File: config.mk
export PLATFORM = sky130hd
export DESIGN_NAME = debug_host_initiator
export DESIGN_NICKNAME = d
export VERILOG_FILES = /design/src/rtl/debug_host_initiator.sv
export SDC_FILE = /design/constraint.sdc
export NUM_CORES = 1
export LEC_CHECK = 0
export ABC_AREA = 1
export CELL_PAD_IN_SITES_DETAIL_PLACEMENT = 1
export CELL_PAD_IN_SITES_GLOBAL_PLACEMENT = 2
export CORE_MARGIN = 10
export CORE_UTILIZATION = 25
export CTS_BUF_LIST = sky130_fd_sc_hd__clkbuf_4 sky130_fd_sc_hd__clkbuf_8
export CTS_CLUSTER_SIZE = 16
export DETAILED_ROUTE_END_ITERATION = 8
export HOLD_SLACK_MARGIN = 0.1
export MAX_ROUTING_LAYER = met4
export PLACE_DENSITY_LB_ADDON = 0.15
export SLEW_MARGIN = 20
export SYNTH_ARGS = -nofsm -noshare
export SYNTH_HDL_FRONTEND = slang
export SYNTH_SLANG_ARGS = --single-unit
File: constraint.sdc
create_clock -name i_Clock -period 2.49 [get_ports i_Clock]
set_input_delay 0.3735 -clock i_Clock [delete_from_list [all_inputs] [get_ports i_Clock]]
set_output_delay 0.3735 -clock i_Clock [all_outputs]
set_load 0.005 [all_outputs]
File: src/rtl/debug_host_initiator.sv
// Host-side initiator for the UART debug link: sends opcode + payload bytes to a
// uart_transmitter, then gathers a little-endian response from a uart_receiver.
module debug_host_initiator #(
  parameter int unsigned TIMEOUT_CYCLES = 100000,
  parameter int unsigned TIMEOUT_WIDTH  = 32
) (
  input  logic        i_Clock,
  input  logic        i_Reset,
  input  logic        i_Cmd_Valid,
  output logic        o_Cmd_Ready,
  input  logic [7:0]  i_Cmd_Op,
  input  logic [39:0] i_Cmd_Payload,
  input  logic [2:0]  i_Cmd_Tx_Len,
  input  logic [2:0]  i_Cmd_Rx_Len,
  output logic        o_Tx_DV,
  output logic [7:0]  o_Tx_Byte,
  input  logic        i_Tx_Done,
  input  logic        i_Rx_DV,
  input  logic [7:0]  i_Rx_Byte,
  output logic        o_Rsp_Valid,
  output logic [31:0] o_Rsp_Data,
  output logic [2:0]  o_Rsp_Count,
  output logic        o_Rsp_Timeout,
  output logic        o_Stray_Rx
);

  typedef enum logic [2:0] {IDLE, SEND, GAP, RECV, DONE} state_t;

  state_t                   state, state_next;
  logic [39:0]              payload;
  logic [2:0]               tx_len, rx_len, idx;
  logic [TIMEOUT_WIDTH-1:0] tmo;
  logic                     accept, tx_more, rx_last, expire;

  assign o_Cmd_Ready = (state == IDLE);
  assign o_Rsp_Valid = (state == DONE);
  assign accept      = o_Cmd_Ready && i_Cmd_Valid;
  assign tx_more     = idx < tx_len;
  assign rx_last     = (o_Rsp_Count + 3'd1) == rx_len;
  assign expire      = tmo == TIMEOUT_WIDTH'(TIMEOUT_CYCLES - 1);

  always_ff @(posedge i_Clock) begin
    if (i_Reset) state <= IDLE;
    else         state <= state_next;
  end

  always_comb begin
    state_next = state;
    case (state)
      IDLE: if (accept) state_next = SEND;
      SEND: if (i_Tx_Done) state_next = GAP;
      GAP: begin
        if (tx_more)               state_next = SEND;
        else if (rx_len == 3'd0)   state_next = DONE;
        else                       state_next = RECV;
      end
      RECV: begin
        // an arriving byte takes precedence over a coincident timeout
        if (i_Rx_DV) begin
          if (rx_last) state_next = DONE;
        end else if (expire) begin
          state_next = DONE;
        end
      end
      DONE:    state_next = IDLE;
      default: state_next = IDLE;
    endcase
  end

  always_ff @(posedge i_Clock) begin
    if (i_Reset) begin
      payload       <= '0;
      tx_len        <= '0;
      rx_len        <= '0;
      idx           <= '0;
      tmo           <= '0;
      o_Tx_DV       <= 1'b0;
      o_Tx_Byte     <= '0;
      o_Rsp_Data    <= '0;
      o_Rsp_Count   <= '0;
      o_Rsp_Timeout <= 1'b0;
      o_Stray_Rx    <= 1'b0;
    end else begin
      case (state)
        IDLE: begin
          if (accept) begin
            payload       <= i_Cmd_Payload;
            tx_len        <= (i_Cmd_Tx_Len > 3'd5) ? 3'd5 : i_Cmd_Tx_Len;
            rx_len        <= (i_Cmd_Rx_Len > 3'd4) ? 3'd4 : i_Cmd_Rx_Len;
            idx           <= '0;
            o_Tx_DV       <= 1'b1;
            o_Tx_Byte     <= i_Cmd_Op;
            o_Rsp_Data    <= '0;
            o_Rsp_Count   <= '0;
            o_Rsp_Timeout <= 1'b0;
            o_Stray_Rx    <= 1'b0;
          end
        end
        SEND: if (i_Tx_Done) o_Tx_DV <= 1'b0;
        GAP: begin
          if (tx_more) begin
            // byte idx+1 on the wire is payload byte idx (opcode occupies slot 0)
            idx       <= idx + 3'd1;
            o_Tx_DV   <= 1'b1;
            o_Tx_Byte <= payload[{idx, 3'b000} +: 8];
          end else begin
            tmo <= '0;
          end
        end
        RECV: begin
          if (i_Rx_DV) begin
            o_Rsp_Data[{o_Rsp_Count[1:0], 3'b000} +: 8] <= i_Rx_Byte;
            o_Rsp_Count <= o_Rsp_Count + 3'd1;
            tmo         <= '0;
          end else if (expire) begin
            o_Rsp_Timeout <= 1'b1;
          end else begin
            tmo <= tmo + TIMEOUT_WIDTH'(1);
          end
        end
        default: ;
      endcase
      if (i_Rx_DV && state != RECV) o_Stray_Rx <= 1'b1;
    end
  end

endmodule

# == After elaboration in Yosys (flattened, before gate mapping) ==
# Index checks and enable logic that the tools add are counted.
# totals
in_bits,67
output_inout_bits,48
regBits,130
# op_classes
n_addsub,4
eq_ne,17
magnitude_cmp,3
reduce_logical,18
shifts,3
mux,36
# ops
op,n
$mux 32,5
$pmux 32 s2,2
$shiftx 40x7->8,1
$mux 3,12
$add 32x1->32 const B,1
$bwmux 32,1
$eq 32x17->1 const B,1
$shift 8x7->32 const A,1
$shiftx 8x7->32,1
$mux 8,2
$pmux 8 s2,1
$ne 2x2->1 const B,6
$pmux 3 s2,2
$pmux 3 s4,1
$reduce_and 4->1,3
$reduce_bool 2->1,5
$ne 3x3->1 const B,3
$reduce_and 3->1,3
$mux 1,8
$neg 5->7,1
$add 3x1->3 const B,2
$eq 3x2->1 const B,2
$gt 3x3->1 const B,2
$logic_not 3->1,2
other kinds (11),13

# == Depth between registers and ports, before layout ==
# depth
word_depth,5
ltp_mapped,11
mapped_depth_nobuf,11

# == Worst setup path after synthesis ==
# No wires, ideal clock.
# synth_path
kind,register to register
from,register o_Rsp_Count[0]
to,register state[1]
required_ns,2.375
slack_ns,0.769
arrival_ns,1.605
setup_ns,0.115
path_buffers,0
stages_incl_launch_ff,10
cell_sequence,dfxtp_1 -> inv_1 -> ha_1 -> xor2_1 -> nor2_1 -> nand2_1 -> a21oi_1 -> nand2_1 -> o21ai_0 -> inv_1
# synth_via
elab_chain_len,4
# synth_lines
element,line_no,text
start: declaration,22,"output logic [2:0] o_Rsp_Count,"
start signal: assignment,113,o_Rsp_Count <= o_Rsp_Count + 3'd1;
$add 3x1->3,39,assign rx_last = (o_Rsp_Count + 3'd1) == rx_len;
$eq 3x3->1,39,
$ne 3x3->1 (no line),n/a,
$reduce_and 4->1 (no line),n/a,
end signal: assignment,44,else state <= state_next;
end: declaration,29,"state_t state, state_next;"
# No other way between the ends.
# A chain may end at the register's enable or synchronous reset.

# == Worst setup path in the final report ==
# layout_path
from,register state[2]
to,output o_Rsp_Valid
# layout_via
elab_chain_len,1
# layout_lines
element,line_no,text
$eq 3x3->1,36,assign o_Rsp_Valid = (state == DONE);
end: declaration,20,"output logic o_Rsp_Valid,"
# No other way between the ends.

==> impl_results.md <==
- Fin crit share: roughly 92%
- # clock sinks: 130
- WL/cell: 16.8 um
- Row count: 60
- Rel. slew slack: 49.8%
- Drt total wl: 24.7 mm
- Global Route Usage Sum: 15.2%
- Fmax: 437 MHz
- Cell area after synthesis: between 6000 and 7000 um^2
- Max-slew violation count: 0
- Worst R2R End: tmo[12]
- Final ANT Viol Nets: 0
- Post-Place Setup Slack: roughly 0.43 ns
- Fin util: between 30% and 40%
- Minimum clock period after layout: between 2 and 2.5 ns
- Postcts setup bufs: 0
- FF+latch count, synth: between 100 and 150
- Synth-to-Final Area Change: 28.4%
- Iteration-0 DRC Markers: slightly below 300
- Setup slack after layout: 0.203 ns
- H-tree depth: 4
- Initial antenna violation count: 0
- Lkg Pwr: 3.31 nW
- Crit end category: output pin
- Worst clock skew: 0.0220 ns
- PD cells: 930 nW/um^2
- Largest net degree at the start of global routing: 59
- Seq/Total Area, Yosys: about 39%
- Hold path start: i_Reset
- First-pass GRT wire length: 39.5 mm
- R2R depth: 10
- I/O pin count: 115
- Die W: about 180 um
- Worst Setup Start Kind: flip-flop
- Yosys warns: 0
- Reg-to-reg startpoint: tx_len[2]
- # hold bufs at CTS: 0
- DRC viols: 0
- Fin. Hold Viols: 0
- CP Max Fanout: 4
- Data arrival, critical path: ~1.9 ns
- Critical path class: flip-flop to output pin
- Post-synth EDFFs: 0
- Max_cap viols: 0
- Via count: 6,838
- CTS clock-pin slew for the worst setup and hold paths: 0.09 ns
- WHS Endpoint: rx_len[2]
- Mapped Cells: 1,013
- Register area: 2600 um^2
- Core Region: 26,800 um^2
- Ys async rst share: 0%
- Fillers: about 3,400
- Fraction of layout cells with a size suffix above 1: 7.32%
- Fin area: 8670 um^2
- Setup Viol. Count Final: 0
- Initial Util: 25.2%
- Worst path required time: 2.12 ns
- TritonCTS clock tree: done
- Vias in the first global route: 7,158
- Clock Path Buffers: 2
- Hold Path Class: input port to flip-flop
- Final net count: 1,198
- R2r setup slk: 0.51 ns
- WHS Path Cells: 4
- RSZ-0062 raised after global routing: false
- Area of the die: 34,000 um^2
- Ant diodes: 0
- Synthesized area per cell: 6.67 um^2
- Distinct cells, synth: 41
- I/O Buffers: 114
- Setup TNS: 0 ns
- Placer Congestion: 0.825
- Grt total ovfl: 0
- CTS buffer count: 17
- Clock root cell: clkbuf_8
- Placed insts: between 1,000 and 1,500
- Status: finished, final reports clean
- Peak supply drop: 0.394 mV
- Worst-margin pin slew: 0.754 ns
- Post-DP Area: a little over 8000 um^2
- Hpwl dp: 18.3 mm
- Vias/cell: 4.64
- Finished Layout Cells: 1,475
- Post-synth net total: 1,089
- Die Y: 184 um
- CTS resizes: 0
- Pre-Repair DR Iteration Count: 4
- Dominant synthesized flop cell: dfxtp_1
- Multi-input logic area: about 3500 um^2
- Clock latency at the later pin of the worst-skew pair: 0.47 ns
[sequential cells by signal, indices dropped and copies added (netlist names), 3 cells and up]
register	cells
idx	3
state	3
payload	40
o_Rsp_Count	3
tmo	32
rx_len	3
o_Rsp_Data	32
tx_len	3
o_Tx_Byte	8
[layout by cell type (no fill, tap or decap), types with 3 or more instances in the layout]
master	Yosys	layout
nor2_1	107	107
or2_2	3	3
clkbuf_8	0	17
bufinv_16	0	3
buf_4	1	18
o21ai_0	67	67
inv_1	104	104
a31oi_1	10	10
o21ai_4	4	4
clkdlybuf4s50_1	0	113
nand2_2	4	4
inv_6	0	5
nor2_2	4	4
nand4_1	17	17
nor3_1	16	16
inv_8	0	3
nand3b_1	7	7
inv_2	7	8
a21oi_1	105	105
nand3_1	88	88
o21ai_1	4	4
a211oi_1	3	3
nand2_1	248	248
dfxtp_1	130	130
ha_1	9	9
o211ai_1	9	9
clkinv_1	4	3
[synthesized netlist by cell type (9+ instances only)]
cell type    n  area, um^2
nor2_1     107         402
o211ai_1     9        67.6
a21oi_1    105         526
ha_1         9         113
clkbuf_1    22        82.6
inv_1      104         390
dfxtp_1    130        2600
a31oi_1     10        62.6
nor3_1      16        80.1
buf_2       13        65.1
o21ai_0     67         335
nand4_1     17         106
nand3_1     88         440
nand2_1    248         931
[power by group]
part / internal (mW) / switching (mW)
combinational: 1.25 / 1.98
sequential: 2.54 / 0.249
clock: 1.02 / 1.02
[worst max-delay path by stage]
stage                    from        endpoint  slack (ns)
2_1_floorplan  o_Rsp_Count[0]        state[1]        0.77
3_3_place_gp          i_Rx_DV  o_Rsp_Data[26]        0.43
3_5_place_dp          i_Rx_DV  o_Rsp_Data[26]        0.43
4_1_cts              state[2]     o_Rsp_Valid        0.20
5_1_grt              state[2]     o_Rsp_Valid        0.11
6_report             state[2]     o_Rsp_Valid        0.20
[worst max-delay path, stage by stage, from the launching register on]
cell and delay (ns):
dfxtp_1 0.45, inv_2 0.09, nor3_1 0.34, clkdlybuf4s50_1 0.59
[routing by layer]
metal / share of wire, % / global-route usage (%) / vias up
li1: - / - / 3525
met1: 50 / 19.4 / 3225
met2: 47 / 24.5 / 75
met3: 2.2 / 2.68 / 13
met4: 0.81 / 3.44 / 0
met5: 0 / - / -
[stage by stage]
| stage | hold WS (ns) | power (mW) |
|---|---|---|
| after global placement | 0.437 | 6.11 |
| final | 0.377 | 8.07 |
| after CTS | 0.364 | 8.24 |
| after global routing | 0.399 | 8.76 |
| after detailed placement | 0.444 | 6.15 |
| after floorplan | 0.425 | 4.80 |
[cell type report]
class	instances	share of cell area, %
Sequential cell	130	30.0
Inverter	116	5.05
Tap cell	341	4.92
Multi-Input combinational cell	724	40.2
Clock buffer	17	2.70
Timing Repair Buffer	133	14.9
Clock inverter	14	2.21
[cells by family (layout without fill, tap and decap cells)]
family	Yosys count	count (layout)	synth area share [%]
xor gates and xnor gates	2	2	0.259
adders and majority gates	9	9	1.67
buffers and inverters	159	280	9.83
AOI/OAI and AO/OA	207	207	16.9
DFF	130	130	38.5
and+or+nand+nor	506	506	32.9
(Power assumes the default switching activity.)
